### config.mk
export PLATFORM = sky130hd
export DESIGN_NAME = clause_loader
export DESIGN_NICKNAME = d
export VERILOG_FILES = /design/src/rtl/sat_pkg.sv /design/src/rtl/lit_slot_buf.sv /design/src/rtl/clause_loader.sv
export SDC_FILE = /design/constraint.sdc
export NUM_CORES = 1
export LEC_CHECK = 0
export ABC_AREA = 1
export BUFFER_PORTS_ARGS = -buffer_cell sky130_fd_sc_hd__buf_2
export CORE_ASPECT_RATIO = 1.25
export CORE_MARGIN = 3
export CORE_UTILIZATION = 56
export CTS_CLUSTER_SIZE = 14
export DETAILED_ROUTE_END_ITERATION = 10
export PLACE_DENSITY = 0.78
export SKIP_CTS_REPAIR_TIMING = 1
export SLEW_MARGIN = 15
export SYNTH_ARGS = -nofsm -noshare
export SYNTH_HDL_FRONTEND = slang
export SYNTH_SLANG_ARGS = --single-unit
export TNS_END_PERCENT = 20
### constraint.sdc
create_clock -name clk -period 1.8 [get_ports clk]
set_input_delay 0.36 -clock clk [delete_from_list [all_inputs] [get_ports clk]]
set_output_delay 0.36 -clock clk [all_outputs]
set_load 0.02 [all_outputs]
### src/rtl/sat_pkg.sv
// Shared literal codes and clause-loader state encodings for the SAT literal-array datapath.
package sat_pkg;

    localparam logic [1:0] LIT_NONE = 2'b00;
    localparam logic [1:0] LIT_POS  = 2'b01;
    localparam logic [1:0] LIT_NEG  = 2'b10;
    localparam logic [1:0] LIT_RSVD = 2'b11;

    typedef enum logic [1:0] {
        LD_IDLE    = 2'b00,
        LD_COLLECT = 2'b01,
        LD_WRITE   = 2'b10,
        LD_DONE    = 2'b11
    } ld_state_e;

endpackage

### src/rtl/lit_slot_buf.sv
// NUM_LITS x 2-bit slot register with clear, in-order indexed write and a saturating slot counter.
// row_nxt_o shows the packed row including any write happening this cycle (slot 0 in the MSB pair).
module lit_slot_buf
    import sat_pkg::*;
#(
    parameter int unsigned NUM_LITS = 8
) (
    input  logic                  clk,
    input  logic                  rst,
    input  logic                  clr_i,
    input  logic                  wr_en_i,
    input  logic [1:0]            lit_i,
    output logic [NUM_LITS*2-1:0] row_nxt_o,
    output logic                  ovf_o
);

    localparam int unsigned CNT_W = $clog2(NUM_LITS + 1);
    localparam logic [CNT_W-1:0] CNT_MAX = CNT_W'(NUM_LITS);

    logic [1:0]       slot_q [NUM_LITS];
    logic [CNT_W-1:0] cnt_q;

    assign ovf_o = wr_en_i && (cnt_q == CNT_MAX);

    always_ff @(posedge clk) begin
        if (!rst || clr_i) begin
            for (int unsigned i = 0; i < NUM_LITS; i++) begin
                slot_q[i] <= LIT_NONE;
            end
            cnt_q <= '0;
        end else if (wr_en_i && (cnt_q < CNT_MAX)) begin
            for (int unsigned i = 0; i < NUM_LITS; i++) begin
                if (cnt_q == CNT_W'(i)) begin
                    slot_q[i] <= lit_i;
                end
            end
            cnt_q <= cnt_q + CNT_W'(1);
        end
    end

    always_comb begin
        row_nxt_o = '0;
        for (int unsigned i = 0; i < NUM_LITS; i++) begin
            row_nxt_o[NUM_LITS*2-1-2*i -: 2] = (wr_en_i && (cnt_q == CNT_W'(i))) ? lit_i : slot_q[i];
        end
    end

endmodule

### src/rtl/clause_loader.sv
// Packs a serial valid/ready stream of 2-bit literal codes into clause rows and writes NUM_CLAUSES
// rows per load. Define CLAUSE_LOADER_ERR_EN to enable the sticky err_o on reserved codes/overflow.
module clause_loader
    import sat_pkg::*;
#(
    parameter int unsigned NUM_LITS    = 8,
    parameter int unsigned NUM_CLAUSES = 16,
    parameter int unsigned CIDX_W      = 4
) (
    input  logic                  clk,
    input  logic                  rst,
    input  logic                  start_i,
    input  logic                  in_valid_i,
    output logic                  in_ready_o,
    input  logic [1:0]            in_lit_i,
    input  logic                  in_last_i,
    output logic                  wr_o,
    output logic [NUM_LITS*2-1:0] lit_o,
    output logic [CIDX_W-1:0]     clause_idx_o,
    output logic                  busy_o,
    output logic                  done_o,
    output logic                  err_o
);

    localparam logic [CIDX_W-1:0] LAST_IDX = CIDX_W'(NUM_CLAUSES - 1);

    ld_state_e             state_q;
    logic                  ready_q;
    logic                  wr_q;
    logic                  busy_q;
    logic                  done_q;
    logic                  err_q;
    logic [CIDX_W-1:0]     idx_q;
    logic [NUM_LITS*2-1:0] lit_q;

    logic                  hs;
    logic                  buf_clr;
    logic                  ovf;
    logic                  err_beat;
    logic [1:0]            lit_wr;
    logic [NUM_LITS*2-1:0] row_nxt;

    assign hs      = in_valid_i & ready_q;
    assign buf_clr = ((state_q == LD_IDLE) && start_i) || (state_q == LD_WRITE);

`ifdef CLAUSE_LOADER_ERR_EN
    assign lit_wr   = (in_lit_i == LIT_RSVD) ? LIT_NONE : in_lit_i;
    assign err_beat = (in_lit_i == LIT_RSVD) || ovf;
`else
    assign lit_wr   = in_lit_i;
    // Overflow beats are dropped silently when error reporting is not built in.
    assign err_beat = ovf & 1'b0;
`endif

    lit_slot_buf #(
        .NUM_LITS (NUM_LITS)
    ) u_buf (
        .clk       (clk),
        .rst       (rst),
        .clr_i     (buf_clr),
        .wr_en_i   (hs),
        .lit_i     (lit_wr),
        .row_nxt_o (row_nxt),
        .ovf_o     (ovf)
    );

    always_ff @(posedge clk) begin
        if (!rst) begin
            state_q <= LD_IDLE;
            ready_q <= 1'b0;
            wr_q    <= 1'b0;
            busy_q  <= 1'b0;
            done_q  <= 1'b0;
            err_q   <= 1'b0;
            idx_q   <= '0;
            lit_q   <= '0;
        end else begin
            wr_q   <= 1'b0;
            done_q <= 1'b0;
            case (state_q)
                LD_IDLE: begin
                    if (start_i) begin
                        state_q <= LD_COLLECT;
                        ready_q <= 1'b1;
                        busy_q  <= 1'b1;
                        err_q   <= 1'b0;
                        idx_q   <= '0;
                        lit_q   <= '0;
                    end
                end
                LD_COLLECT: begin
                    if (hs) begin
                        if (err_beat) begin
                            err_q <= 1'b1;
                        end
                        // The row captured here already includes the final beat being accepted.
                        if (in_last_i) begin
                            state_q <= LD_WRITE;
                            ready_q <= 1'b0;
                            wr_q    <= 1'b1;
                            lit_q   <= row_nxt;
                        end
                    end
                end
                LD_WRITE: begin
                    if (idx_q == LAST_IDX) begin
                        state_q <= LD_DONE;
                        done_q  <= 1'b1;
                    end else begin
                        state_q <= LD_COLLECT;
                        ready_q <= 1'b1;
                        idx_q   <= idx_q + CIDX_W'(1);
                    end
                end
                LD_DONE: begin
                    state_q <= LD_IDLE;
                    busy_q  <= 1'b0;
                    idx_q   <= '0;
                end
                default: begin
                    state_q <= LD_IDLE;
                end
            endcase
        end
    end

    assign in_ready_o   = ready_q;
    assign wr_o         = wr_q;
    assign lit_o        = lit_q;
    assign clause_idx_o = idx_q;
    assign busy_o       = busy_q;
    assign done_o       = done_q;
    assign err_o        = err_q;

endmodule
==> Yosys cells after proc, flatten, opt, wreduce, memory -nomap -nowiden <==
Memory sizes are Yosys's and may differ from the RTL's.
Index checks and enable logic that the tools add are counted.
{ "totals": {"register_bits": 30, "mem_bits_rw": 16, "in_bits": 7, "out_inout_bits": 25, "elab_cells": 132, "n_memories": 1} }
{ "memory_table": {"columns": ["memory", "depth", "width", "rd", "rd_clocked_by_memory_dff", "write_ports", "line", "text"], "rows": [
  ["u_buf.slot_q", 8, 2, 8, 0, 8, "lit_slot_buf.sv:20", "logic [1:0] slot_q [NUM_LITS];"]
]} }
{ "classes": {"add_sub_neg": 2, "magnitude_cmp": 1, "eq_ne": 15, "n_mux": 70, "n_bitwise": 9, "n_reduce_logical": 26} }
{ "op_table": {"columns": ["operator", "count"], "rows": [
  ["$mux W16", 3],
  ["$mux W1", 40],
  ["$mux W2", 20],
  ["$pmux W16 S2", 1],
  ["$eq A4 B3 Y1 const B", 4],
  ["$pmux W4 S3", 1],
  ["$logic_and A1 B1 Y1", 10],
  ["$reduce_and A3 Y1", 3],
  ["$add A4 B1 Y4 const B", 2],
  ["$eq A4 B2 Y1 const B", 2],
  ["$mux W4", 2],
  ["$or A1 B1 Y1", 8],
  ["$pmux W2 S4", 1],
  ["$ne A2 B2 Y1 const B", 3],
  ["$reduce_bool A3 Y1", 2],
  ["$reduce_and A5 Y1", 1],
  ["$eq A2 B2 Y1 const B", 2],
  ["$eq A4 B1 Y1 const B", 1],
  ["$eq A4 B4 Y1 const B", 1],
  ["$logic_not A4 Y1", 1],
  ["$lt A4 B4 Y1 const B", 1],
  ["$reduce_and A2 Y1", 2],
  ["$reduce_and A4 Y1", 1],
  ["$reduce_bool A2 Y1", 2],
  ["8 further kinds", 9]
]} }

==> Logic depth before layout (Yosys ltp) <==
{ "logic_depth": {"depth_word": 7, "depth_mapped": 9, "depth_no_buf": 9} }

==> By module <==
A second synthesis with hierarchy kept.
{ "hier_totals": {"hier_cells": 325, "area_unflattened_um2": 2423.6} }
{ "modules_own_cells": {"columns": ["mod", "instances", "cells_each", "area_per_inst_um2", "seq_area_each_um2"], "rows": [
  ["clause_loader", 1, 184, 1310.0, 520.5],
  ["lit_slot_buf", 1, 141, 1113.6, 560.5]
]} }

==> Worst setup path before layout <==
No wires, ideal clock.
{ "synth_timing": {"kind": "register to register", "from": "reg ready_q, in the netlist in_ready_o", "to": "reg lit_q[0], in the netlist lit_o[0]", "setup_ns": 0.070, "t_arrival_ns": 1.377, "required_ns": 1.730, "slack_ns": 0.352, "stages_incl_launch_ff": 8, "path_buffers": 1, "synth_period_minus_slack_ns": 1.448, "path_cell_list": "dfxtp_1 nand2_2 nand2_1 nand2_2 nor3_4 buf_6 nand2_1 a21oi_1"} }
{ "synth_between": {"elab_chain_cells": 6, "word_cells_on_any_way": 8, "classes_between": "eq/ne: 1; mux: 4; bitwise: 1; reduce/logical: 2"} }
{ "synth_rtl": {"columns": ["element", "line", "text"], "rows": [
  ["start, declared", "clause_loader.sv:28", "logic ready_q;"],
  ["start signal, assigned", "clause_loader.sv:70", "ready_q <= 1'b0;"],
  ["start signal, assigned", "clause_loader.sv:84", "ready_q <= 1'b1;"],
  ["start signal, assigned", "clause_loader.sv:99", "ready_q <= 1'b0;"],
  ["$and A1 B1 Y1 (*)", "clause_loader.sv:43", "assign hs = in_valid_i & ready_q;"],
  ["$logic_and A1 B1 Y1", "lit_slot_buf.sv:44", "row_nxt_o[NUM_LITS*2-1-2*i -: 2] = (wr_en_i && (cnt_q == CNT_W'(i))) ? lit_i : slot_q[i];"],
  ["$mux W2", "lit_slot_buf.sv:44", null],
  ["$mux W16", "clause_loader.sv:97", "if (in_last_i) begin"],
  ["$mux W16", "clause_loader.sv:92", "if (hs) begin"],
  ["$pmux W16 S2", "clause_loader.sv:80", "case (state_q)"],
  ["end signal, assigned", "clause_loader.sv:101", "lit_q <= row_nxt;"],
  ["end, declared", "clause_loader.sv:34", "logic [NUM_LITS*2-1:0] lit_q;"]
]} }
Mark *: on every way between the ends. The rest lies on a longest branch, timed or not. The select of a mux whose other input is x is not followed.
A chain may end at the register's enable or synchronous reset.

==> metrics <==
Vias per Instance about 5.0; most frequent cells in the layout nand2_1, dfxtp_1, buf_2, a21oi_1; top cell type's share of synthesized area 0.274; CP Max Fanout 16; proportion of layout cells with a drive suffix above 1 0.206; YS warnings 0; CP most frequent cell inv_2; hold path cells 3; leakage between 1 and 1.5 nW; max frequency just over 0.6 GHz; Worst VDD drop roughly 0.69 mV; WS Path Type reg -> reg; Final setup viols 0; boundary pin count 32; crit start category register; CP max-delay cell nor3_4; worst path required time just under 2 ns; Sink Count 46; status completed; Antenna Cells 0; clock skew around 0.0061 ns; Pint 1.51 mW; Syn Area/Cell between 7 and 8 um^2; final hold vios 0; Post-DP HPWL about 3100 um; Sw Share 0.294; global-route usage over all layers 0.203; setup TNS 0 ns; max_cap viols 0; clock power share 0.296; Synth area leaders dfxtp_1, edfxtp_1, nand2_1, a21oi_1, nand3_1; first-pass GRT wire length 7390 um; Worst-path clk slew 0.09 ns; Unique masters post-synth 27; HP Class in -> reg; initial antenna violation count 0; CP Cell Sequence inv_2 -> nand2_2 -> inv_2 -> nor3_4 -> inv_4 -> nor2_2; Root Buffer clkbuf_8; Tot Pwr about 2.1 mW; Remaining DRCs 0; Worst Setup End Kind register; Final Max Tran Viols 0; Nets 322; DRT antenna net count 0; critical path arrival approximately 1.8 ns; Slew HR 0.665; Synth Register Bits 46; CP Buf/Inv Count 3; routed len/inst about 12 um; power per cell area ~860 nW/um^2; CTS Buf Count 5; Die Width slightly above 60 um; RSZ-0062 raised after global routing no; CTS tree done; Crit path max-delay family simple AND/OR/NAND/NOR gates; Min Hold Slack 0.307 ns; Routability Congestion about 0.79; largest net degree at the start of global routing 25; Levels on crit path 6; routed via count about 1800; PortBufs 30; switching power roughly 630 uW; CTS Buffer Depth 2; clk_lat worst skew about 0.30 ns; synthesized cell area 2190 um^2; H-tree depth 2; commonest non-fill, non-tap cell in the layout nand2_1; chip height roughly 76 um; Worst R2R Path Depth 6; row cnt 24; register area share after synthesis 0.493; total grt overflow 0; Sequential Power Share 0.546; Pre-antenna DRT Iters 4; Comb power frac 0.158; vias in the first global route 1644; Largest stage delay, worst path 0.44 ns; Initial Util 0.603; crit share post-route 0.896; area grow syn2layout 13.0%; Post-Syn Instances 278; DRT iter0 DRCs ~160; Synth area leader dfxtp_1; core area 3630 um^2; Slew @ Worst Pin approximately 0.50 ns; synthesized net count 290; drt total wl about 4300 um; die area roughly 4700 um^2; Final min period between 1.5 and 2 ns
per-layer routing:
layer	share of wire	track usage
met4	0.018	0.0764
met1	0.47	0.276
met2	0.46	0.306
met5	0	0
met3	0.050	0.0476
cell type report:
class                           count  area (um^2)
Clock inverter                      3         20.0
Clock buffer                        5         68.8
Tap cell                           52         65.1
Inverter                           23         88.8
Sequential cell                    46         1080
Fill cell                         328         1160
Multi-Input combinational cell    199          965
Timing Repair Buffer               35          188
synthesized netlist by cell type:
cell type / number
inv_2: 2
inv_1: 19
edfxtp_1: 16
conb_1: 1
buf_4: 1
inv_4: 1
nand2_1: 79
buf_2: 1
nand4_1: 2
clkinv_1: 1
nor3_4: 2
nand3b_1: 1
ha_1: 5
buf_6: 2
nor2_2: 11
clkbuf_1: 6
nor2_1: 22
nor3_1: 1
nand2_4: 1
o21ai_0: 20
dfxtp_1: 30
nand3_1: 22
a21oi_1: 25
and2_1: 1
xor2_1: 1
nand2_2: 4
a31oi_1: 1
through the flow:
stage                util  instances  area [um^2]  worst slack (ns)
global route        0.681        363         2480            0.0616
floorplan               -        278         2190             0.352
CTS                 0.681        363         2480             0.178
finish              0.681        363         2480             0.188
global placement    0.657        355         2390             0.258
detailed placement  0.657        355         2390             0.220
kinds of logic after synthesis:
kind of cell    share of synthesized area
compound gates                      0.106
xor+xnor                          0.00400
fa+ha+maj                          0.0285
buf+inv                            0.0668
flops                               0.493
other cells                       0.00171
simple gates                        0.300
worst paths after layout:
path                                         startpoint                      endpoint  slack (ns)
worst max-delay path            state_q[0]$_SDFFE_PN0P_  u_buf.slot_q[1][5]$_DFFE_PP_        0.19
worst min-delay path                          in_last_i               wr_o$_SDFF_PN0_        0.31
worst max register to register  state_q[0]$_SDFFE_PN0P_  u_buf.slot_q[1][5]$_DFFE_PP_        0.19
worst min register to register   lit_o[11]$_SDFFE_PN0P_        lit_o[11]$_SDFFE_PN0P_        0.47
tightest hold or removal path, cell delays in order:
cell and delay, ns:
buf_2 0.07, inv_1 0.05, nor2_1 0.09
power groups by stage:
stage                     clock network (mW)  registers [mW]  logic (mW)
after floorplan                            0            1.21       0.228
after global placement                     0            1.19       0.334
after detailed placement                   0            1.19       0.339
after CTS                              0.648            1.17       0.340
after global routing                   0.692            1.18       0.384
final                                  0.633            1.17       0.339
sequential cells by signal, summed over array words and instances (netlist names):
register and cells:
lit_o 16, u_buf.slot_q 16, clause_idx_o 4, u_buf.cnt_q 4, state_q 2, busy_o 1, done_o 1, in_ready_o 1
wr_o 1
Note: power is estimated with default switching activity, not from simulation.
